**config.mk**
```make
export PLATFORM = sky130hd
export DESIGN_NAME = uart_rx_axis_framer
export DESIGN_NICKNAME = d
export VERILOG_FILES = /design/src/rtl/uart_rx_axis_framer.sv
export SDC_FILE = /design/constraint.sdc
export NUM_CORES = 1
export LEC_CHECK = 0
export CAP_MARGIN = 30
export CORE_UTILIZATION = 45
export DETAILED_ROUTE_END_ITERATION = 8
export DONT_BUFFER_PORTS = 1
export SLEW_MARGIN = 10
export SYNTH_ARGS = -nofsm -noshare
export SYNTH_HDL_FRONTEND = slang
export SYNTH_SLANG_ARGS = --single-unit
```
**constraint.sdc**
```tcl
create_clock -name clk -period 5.8 [get_ports clk]
set_input_delay 0.87 -clock clk [delete_from_list [all_inputs] [get_ports clk]]
set_output_delay 0.87 -clock clk [all_outputs]
set_load 0.02 [all_outputs]
```
**src/rtl/uart_rx_axis_framer.sv**
```systemverilog
// Frames bytes from a UART receiver into {last,data} FIFO entries and emits them as an AXI-Stream master.
// Define FRAMER_STATS_EN to enable the saturating frame_cnt/drop_cnt counters; otherwise both read 0.
module uart_rx_axis_framer #(
  parameter int               WIDTH   = 8,
  parameter int               DEPTH   = 16,
  parameter int               MAX_LEN = 16,
  parameter logic [WIDTH-1:0] DELIM   = WIDTH'(8'h0A)
) (
  input  logic                   clk,
  input  logic                   rst,
  input  logic [WIDTH-1:0]       rx_data,
  input  logic                   rx_valid,
  output logic [WIDTH-1:0]       m_axis_data,
  output logic                   m_axis_valid,
  input  logic                   m_axis_ready,
  output logic                   m_axis_last,
  output logic [$clog2(DEPTH):0] fill_level,
  output logic                   overflow,
  input  logic                   clr_overflow,
  output logic [15:0]            frame_cnt,
  output logic [15:0]            drop_cnt
);

  localparam int AW = $clog2(DEPTH);
  localparam int CW = AW + 1;
  localparam int BW = $clog2(MAX_LEN + 1);
  localparam logic [CW-1:0] DEPTH_C  = CW'(DEPTH);
  localparam logic [BW-1:0] LAST_IDX = BW'(MAX_LEN - 1);

  typedef enum logic [1:0] {IDLE, RUN, DISCARD} state_e;

  state_e          state_q, state_d;
  logic [BW-1:0]   byte_cnt_q, byte_cnt_d;
  logic [WIDTH:0]  mem_q [DEPTH];
  logic [AW-1:0]   wr_ptr_q, rd_ptr_q;
  logic [CW-1:0]   count_q;
  logic [CW-1:0]   free;
  logic            overflow_q;
  logic            boundary, wr_en, wr_last, set_ovf, rd_en;
  logic [WIDTH:0]  head;

  // Free space is judged on the occupancy before any same-cycle read.
  assign free     = DEPTH_C - count_q;
  assign boundary = (rx_data == DELIM) || (byte_cnt_q == LAST_IDX);
  assign rd_en    = m_axis_valid && m_axis_ready;

  always_ff @(posedge clk) begin
    if (rst) begin
      state_q    <= IDLE;
      byte_cnt_q <= '0;
    end else begin
      state_q    <= state_d;
      byte_cnt_q <= byte_cnt_d;
    end
  end

  always_comb begin
    state_d    = state_q;
    byte_cnt_d = byte_cnt_q;
    if (rx_valid) begin
      case (state_q)
        IDLE, RUN: begin
          if (boundary) begin
            state_d    = IDLE;
            byte_cnt_d = '0;
          end else begin
            state_d    = (free >= CW'(2)) ? RUN : DISCARD;
            byte_cnt_d = byte_cnt_q + BW'(1);
          end
        end
        DISCARD: begin
          if (boundary) begin
            state_d    = IDLE;
            byte_cnt_d = '0;
          end else begin
            byte_cnt_d = byte_cnt_q + BW'(1);
          end
        end
        default: begin
          state_d    = IDLE;
          byte_cnt_d = '0;
        end
      endcase
    end
  end

  // With one slot left, a non-boundary byte is written as a forced last so no open frame is stored.
  always_comb begin
    wr_en   = 1'b0;
    wr_last = 1'b0;
    set_ovf = 1'b0;
    if (rx_valid) begin
      case (state_q)
        IDLE, RUN: begin
          if (free >= CW'(2)) begin
            wr_en   = 1'b1;
            wr_last = boundary;
          end else if (free == CW'(1)) begin
            wr_en   = 1'b1;
            wr_last = 1'b1;
            set_ovf = !boundary;
          end else begin
            set_ovf = 1'b1;
          end
        end
        default: set_ovf = 1'b1;
      endcase
    end
  end

  always_ff @(posedge clk) begin
    if (wr_en) mem_q[wr_ptr_q] <= {wr_last, rx_data};
  end

  always_ff @(posedge clk) begin
    if (rst) begin
      wr_ptr_q <= '0;
      rd_ptr_q <= '0;
      count_q  <= '0;
    end else begin
      if (wr_en) wr_ptr_q <= wr_ptr_q + AW'(1);
      if (rd_en) rd_ptr_q <= rd_ptr_q + AW'(1);
      case ({wr_en, rd_en})
        2'b10:   count_q <= count_q + CW'(1);
        2'b01:   count_q <= count_q - CW'(1);
        default: count_q <= count_q;
      endcase
    end
  end

  always_ff @(posedge clk) begin
    if (rst)               overflow_q <= 1'b0;
    else if (set_ovf)      overflow_q <= 1'b1;
    else if (clr_overflow) overflow_q <= 1'b0;
  end

  assign head         = mem_q[rd_ptr_q];
  assign m_axis_valid = (count_q != '0);
  assign m_axis_data  = m_axis_valid ? head[WIDTH-1:0] : '0;
  assign m_axis_last  = m_axis_valid & head[WIDTH];
  assign fill_level   = count_q;
  assign overflow     = overflow_q;

`ifdef FRAMER_STATS_EN
  logic [15:0] frame_cnt_q, drop_cnt_q;
  logic        drop;

  assign drop = rx_valid && !wr_en;

  always_ff @(posedge clk) begin
    if (rst) begin
      frame_cnt_q <= '0;
      drop_cnt_q  <= '0;
    end else begin
      if (wr_en && wr_last && frame_cnt_q != 16'hFFFF) frame_cnt_q <= frame_cnt_q + 16'd1;
      if (drop && drop_cnt_q != 16'hFFFF)              drop_cnt_q  <= drop_cnt_q + 16'd1;
    end
  end

  assign frame_cnt = frame_cnt_q;
  assign drop_cnt  = drop_cnt_q;
`else
  assign frame_cnt = 16'd0;
  assign drop_cnt  = 16'd0;
`endif

endmodule
```
==> reports/qor.yml, run 1 <==
outcome: "complete, no violations"
antenna_found_initial: 0
viasPerCell: 5.30
setup.worst_path.class: "flip-flop to primary output"
gp_congestion: 0.718
min_path_cells: 2
clock_tree.htree_level_count: 4
clkPwrFrac_pct: 29.7
grt_max_degree: 25
power_frac_seq_pct: 46.2
tightest_slew_ns: 0.928
antennaDiodeCount: 0
ys_types: 54
dr.pass1.iters: 4
drive_above_1_share_pct: 18.5
synthFlopType: "edfxtp_1"
place_area_um2: 7310
fill_cells: 1316
clock_skew_ns: 0.0107
via_count: 3472
critPathArrivalTime_ns: 2.99
powerDensity_nw_per_um2: 432
drc_errors: 0
wl_per_cell_um: 20.4
slew_viol_final: 0
drt-total-wl_um: 13400
final_antenna_net_count: 0
p_leak_nw: 2.59
syn2layout_area_growth_pct: 8.25
postSynthCellCount: 424
drv_cap: 0
synth-seq-cells: 169
crit_required_ns: 4.93
avgSynthCellArea_um2: 17.1
die_y_um: 129
finalNetCount: 454
cts_buffers: 17
p_sw_share_pct: 31.4
cts_tree: "done"
initial_utilization_pct: 45.8
slew_headroom_pct: 38.0
grt_pass1_vias: 3621
async_reset_ff_share_pct: 0
postCtsSetupRepairBufs: 0
die-width_um: 129
dpl.hpwl_um: 8350
grt_pass1_wl_um: 20300
holdCritPathClass: "flip-flop to flip-flop"
portBuffers: 0
design.core.area_um2: 15800
setup_viol: 0
ir_worst_vdd_v: 0.000258
fmax_ghz: 0.259
drt_iter0_drc: 284
synth_edf_count: 144
cts_hold_buf: 0
path_clk_slew_ns: 0.07
p_total_w: 0.00339
globalRouteTotalUtil_pct: 17.3
rr_worst_depth: 14
stdcell_area_um2: 7850
p_int_w: 0.00233
cts_resized: 0
fin_crit_sh_pct: 66.6
clockBufferDepth: 2
cts_sinks: 169
die_area_um2: 16600
synth_warnings: 0
tns_ns: 0
num_rows: 46
yosysSeqAreaShare_pct: 66.5
netlist_area_um2: 7250
io_pins: 61
crit_fanout: 13
hold_viol_final: 0
cp-end-kind: "primary output"
worstSetupStartpointType: "flip-flop"
netSwitchingPower_w: 0.00107
combPwrFrac_pct: 24.1
rsz0062_at_grt: "false"
insertion_delay_ns: 0.43
root_buffer: "clkbuf_16"
grt_remaining_overflow: 0
layout_min_cycle_time_ns: 3.86
[synth_stat cells, types with 3 or more instances]
cell type / count / area share, %
nor2_1: 23 / 1.2
nor2b_1: 10 / 0.86
and4_1: 4 / 0.48
mux2i_1: 22 / 3.0
xor2_1: 7 / 0.85
a21oi_1: 5 / 0.35
clkbuf_1: 6 / 0.31
and3_1: 11 / 0.95
and2_1: 3 / 0.26
a211oi_1: 3 / 0.31
buf_4: 36 / 3.7
inv_1: 9 / 0.47
mux2_1: 3 / 0.47
o21ai_0: 5 / 0.35
nand2_1: 3 / 0.16
buf_1: 3 / 0.16
dfxtp_1: 25 / 6.9
edfxtp_1: 144 / 60
o22ai_1: 9 / 0.78
ha_1: 14 / 2.4
buf_2: 4 / 0.28
mux4_2: 36 / 11
[layout by cell type (no fill, tap or decap), types with 3 or more instances in the layout]
cell,synthesis,layout
clkinv_2,0,4
a21oi_1,5,5
ha_1,14,14
conb_1,1,32
xor2_1,7,7
mux2i_1,22,22
a211oi_1,3,3
buf_4,36,4
inv_1,9,9
mux2_1,3,3
edfxtp_1,144,144
clkinv_4,0,4
o21ai_0,5,5
and4_1,4,4
nand2_1,3,3
dfxtp_1,25,24
and2_1,3,3
inv_6,0,3
and3_1,11,11
mux4_2,36,36
clkbuf_16,0,17
o22ai_1,9,9
nor2_1,23,23
nor2b_1,10,10
[power by group through the flow]
stage	Clock, W	Combinational (W)	Sequential (W)
detailed placement	0	0.000825	0.00160
global placement	0	0.000807	0.00159
finish	0.00101	0.000819	0.00157
CTS	0.00102	0.000826	0.00157
floorplan	0	0.000751	0.00152
global route	0.00107	0.000892	0.00159
[metal layers]
metal | part of all wire, % | GRT usage, %
met5 | 0 | 0
met3 | 4.5 | 4.66
met4 | 1.2 | 6.51
met1 | 43 | 21.3
met2 | 51 | 29.3
[cells by family after synthesis]
group | share of synthesized area, %
muxes | 15.1
AOI/OAI and AO/OA | 3.66
buffers and inverters | 5.30
adders and majority gates | 2.42
and+or+nand+nor | 5.47
xor gates and xnor gates | 1.47
other | 0.0517
DFF | 66.5
[registers in the layout, summed over array words and instances (netlist names), named ones only]
name / count
mem_q: 144
rd_ptr_q: 4
state_q: 2
wr_ptr_q: 4
fill_level: 5
overflow: 1
byte_cnt_q: 5
[critical path: stages, from the launching register on]
cell and delay [ns]:
dfxtp_1 0.71, inv_1 0.10, ha_1 0.27, nor3b_1 0.17
ha_1 0.25, inv_1 0.19, nand2_1 0.33, o22ai_1 0.55
[stage by stage]
stage / setup WS, ns / std cells / hold slack (ns) / utilization, %
2_1_floorplan: 2.34 / 455 / 0.471 / -
3_3_place_gp: 2.26 / 623 / 0.480 / 46.2
3_5_place_dp: 2.13 / 623 / 0.487 / 46.2
4_1_cts: 1.90 / 654 / 0.485 / 49.5
5_1_grt: 1.70 / 655 / 0.499 / 49.6
6_report: 1.94 / 655 / 0.488 / 49.6
[path summary, 6_finish.rpt]
path | startpoint | endpoint | slack [ns]
max | fill_level[1] | m_axis_data[6] | 1.94
min | byte_cnt_q[4] | byte_cnt_q[4] | 0.49
max reg2reg | fill_level[1] | fill_level[4] | 2.12
min reg2reg | byte_cnt_q[4] | byte_cnt_q[4] | 0.49
[final cells by class]
| cell class | count | area, um^2 | share of cell area, % |
|---|---|---|---|
| inverters | 10 | 37.5 | 0.478 |
| repair buffers | 4 | 30.0 | 0.383 |
| well taps | 216 | 270 | 3.44 |
| flip-flops and latches | 169 | 4830 | 61.5 |
| multi-input cells | 225 | 2160 | 27.5 |
| clock buffers | 17 | 425 | 5.42 |
| clock inverters | 14 | 101 | 1.29 |
Note: power is estimated with default switching activity, not from simulation.
==> run 2, diff against run 1 <==
==> constraint.sdc (replaced) <==
create_clock -name clk -period 3.1 [get_ports clk]
set_input_delay 0.465 -clock clk [delete_from_list [all_inputs] [get_ports clk]]
set_output_delay 0.465 -clock clk [all_outputs]
set_load 0.02 [all_outputs]
==> run 2 against run 1 <==
Sequential power is 79% higher. Power is 98% higher. First-iteration DRC count is 8.1% higher. Sequential share of layout area is 1.6 points lower. Sequential cell count stayed put. Critical path depth is 1 higher. Global-route usage is 0.13 points lower. Critical path type unchanged.
==> reports/qor.yml, run 2 (synthesized netlist as in run 1, its figures left out) <==
grt_pass1_vias: 3531  # -2.5%
cp.buffers_inverters: 3  # +1
largest_reg_flops: 144  # unchanged
holdCritPathClass: "input port to flip-flop"
setup.worst_path.class: "flip-flop to primary output"
rsz0062_at_grt: "false"
crit_required_ns: 2.63  # -2.30 ns
initial_utilization_pct: 45.8  # unchanged
io_pins: 61  # unchanged
via_count: 3565  # +2.7%
antenna_found_initial: 0  # unchanged
crit_fanout: 9  # -4
cp-end-kind: "primary output"
top_usage_layer: "met2"
globalRouteTotalUtil_pct: 17.1  # -0.13 points
cp_top_family: "buffers and inverters"
cts_buffers: 17  # unchanged
drv_cap: 0  # unchanged
layout.area.seq_um2: 4830  # +0.16%
met2_usage_pct: 28.1  # -1.1 points
fmax_ghz: 0.335
antennaDiodeCount: 0  # unchanged
grt_remaining_overflow: 0  # unchanged
die-width_um: 129  # unchanged
cts_tree: "done"
clock_tree.htree_level_count: 4  # unchanged
cpMaxStageDelayCell: "dfxtp_4"
grtUsageMet3_pct: 5.74  # +1.1 points
tightest_slew_ns: 0.583  # -0.346 ns
mostFrequentLayoutCell: "edfxtp_1"
clockBufferDepth: 2  # unchanged
grt_max_degree: 37  # +48%
drc_errors: 0  # unchanged
dr.pass1.iters: 4  # unchanged
slew_viol_final: 0  # unchanged
layout_min_cycle_time_ns: 2.98
outcome: "complete, no violations"
final_antenna_net_count: 0  # unchanged
root_buffer: "clkbuf_16"
clock_skew_ns: 0.00614  # -0.00458 ns
syn2layout_area_growth_pct: 11.4
drt-total-wl_um: 13200  # -1.0%
slew_headroom_pct: 61.1  # +23 points
design.core.area_um2: 15800  # unchanged
drive_above_1_share_pct: 22.3  # +3.9 points
path_clk_slew_ns: 0.06  # about the same
layout_setup_ws_ns: 0.117  # -1.82 ns
cts_hold_buf: 0  # unchanged
insertion_delay_ns: 0.42  # about the same
die_y_um: 129  # unchanged
wl_per_cell_um: 19.6  # -4.2%
final_cell_mix: "edfxtp_1, mux4_2, conb_1, buf_4, nor2_1"
critPathMostFrequentCell: "inv_1"
fill_cells: 1323  # +0.53%
dpl.hpwl_um: 8190  # -1.9%
crit_path_cell_trace: "inv_1 -> ha_2 -> nor3b_2 -> ha_1 -> inv_1 -> nand2_1 -> o22ai_1 -> buf_4"
num_rows: 46  # unchanged
dp_worst_setup_slack_ns: 0.0205  # -2.11 ns
drt_iter0_drc: 307  # +8.1%
p_leak_nw: 2.71  # +4.8%
setup_viol: 0  # unchanged
critPathArrivalTime_ns: 2.52  # -0.47 ns
viasPerCell: 5.27  # -0.66%
multi_input_area_um2: 2190  # +1.4%
ir_worst_vdd_v: 0.000615  # +140%
fin_crit_sh_pct: 96.2
die_area_um2: 16600  # unchanged
largest-register: "mem_q"
powerDensity_nw_per_um2: 830  # +92%
portBuffers: 0  # unchanged
hold_viol_final: 0  # unchanged
tns_ns: 0  # unchanged
grt_pass1_wl_um: 20100  # -0.99%
cts_sinks: 169  # unchanged
grt_use_met1_pct: 21.1  # -0.14 points
cpPeakStageDelay_ns: 0.34  # -0.37 ns
gp_congestion: 0.764  # +6.3%
finalNetCount: 477  # +5.1%
worstSetupStartpointType: "flip-flop"
run 2: cell types whose count changed in the layout (fill, tap and decap cells not counted), sizes merged:
| cell | change |
|---|---|
| buf | +23 |
| clkbuf | +4 |
| clkinvlp | -3 |
| bufinv | +1 |
| clkinv | -1 |
| inv | -2 |
run 2: through the flow:
stage / utilization, % / hold slack, ns / std cells / total power [W] / area (um^2)
finish: 51.0 / 0.106 / 677 / 0.00671 / 8080
global route: 51.0 / 0.0827 / 677 / 0.00702 / 8080
CTS: 50.6 / 0.0840 / 671 / 0.00669 / 8010
detailed placement: 47.3 / 0.489 / 641 / 0.00478 / 7480
global placement: 47.3 / 0.478 / 641 / 0.00473 / 7480
floorplan: - / 0.471 / 455 / 0.00427 / 7380
run 2: metal layers:
metal	vias up	share of wire, %
met3	19	5.7
met1	1819	42
met2	89	50
met4	0	1.8
met5	-	0
li1	1638	-
run 2: repair_timing:
action | CTS | global route
setup endpoints to repair | 1 | 2
hold endpoints to repair | 0 | 0
pin swaps | 0 | 1
resized for setup | 1 | 4
buffers inserted | 0 | 5
run 2: final cells by class:
type / instances / share of cell area [%]
Clock buffer: 21 / 5.45
Clock inverter: 9 / 0.961
Inverter: 10 / 0.465
Multi-Input combinational cell: 225 / 27.1
Sequential cell: 169 / 59.9
Tap cell: 216 / 3.35
Timing Repair Buffer: 27 / 2.82
run 2: final timing paths:
kind	endpoint	slack [ns]	start	cells after the start
worst max-delay path	m_axis_last	0.12	fill_level[0]	8
worst min-delay path	fill_level[1]	0.11	rst	1
worst max register to register	fill_level[4]	0.20	fill_level[0]	14
worst min register to register	byte_cnt_q[4]	0.49	byte_cnt_q[4]	2
run 2: worst register-to-register path, stage by stage (launching register included):
cell and delay (ns):
dfxtp_4 0.34, inv_1 0.05, ha_2 0.21, nor3b_2 0.16
ha_1 0.33, o2111ai_4 0.12, o21a_4 0.22, inv_2 0.08
ha_4 0.17, xor2_2 0.14, ha_2 0.20, and3b_1 0.14
o21ai_0 0.07, a31oi_1 0.23, mux2_1 0.33
run 2: report_power, final:
group | internal (W) | switching, W
registers | 0.00270 | 0.000106
logic | 0.000883 | 0.00111
clock network | 0.00109 | 0.000815
total | 0.00467 | 0.00203
==> run 3, diff against run 2 <==
--- a/config.mk
+++ b/config.mk
@@ -13,3 +13,4 @@
 export SYNTH_ARGS = -nofsm -noshare
 export SYNTH_HDL_FRONTEND = slang
 export SYNTH_SLANG_ARGS = --single-unit
+export TNS_END_PERCENT = 30
==> results of run 3 <==
Final layout, timing and power as in run 2 (identical DEF).
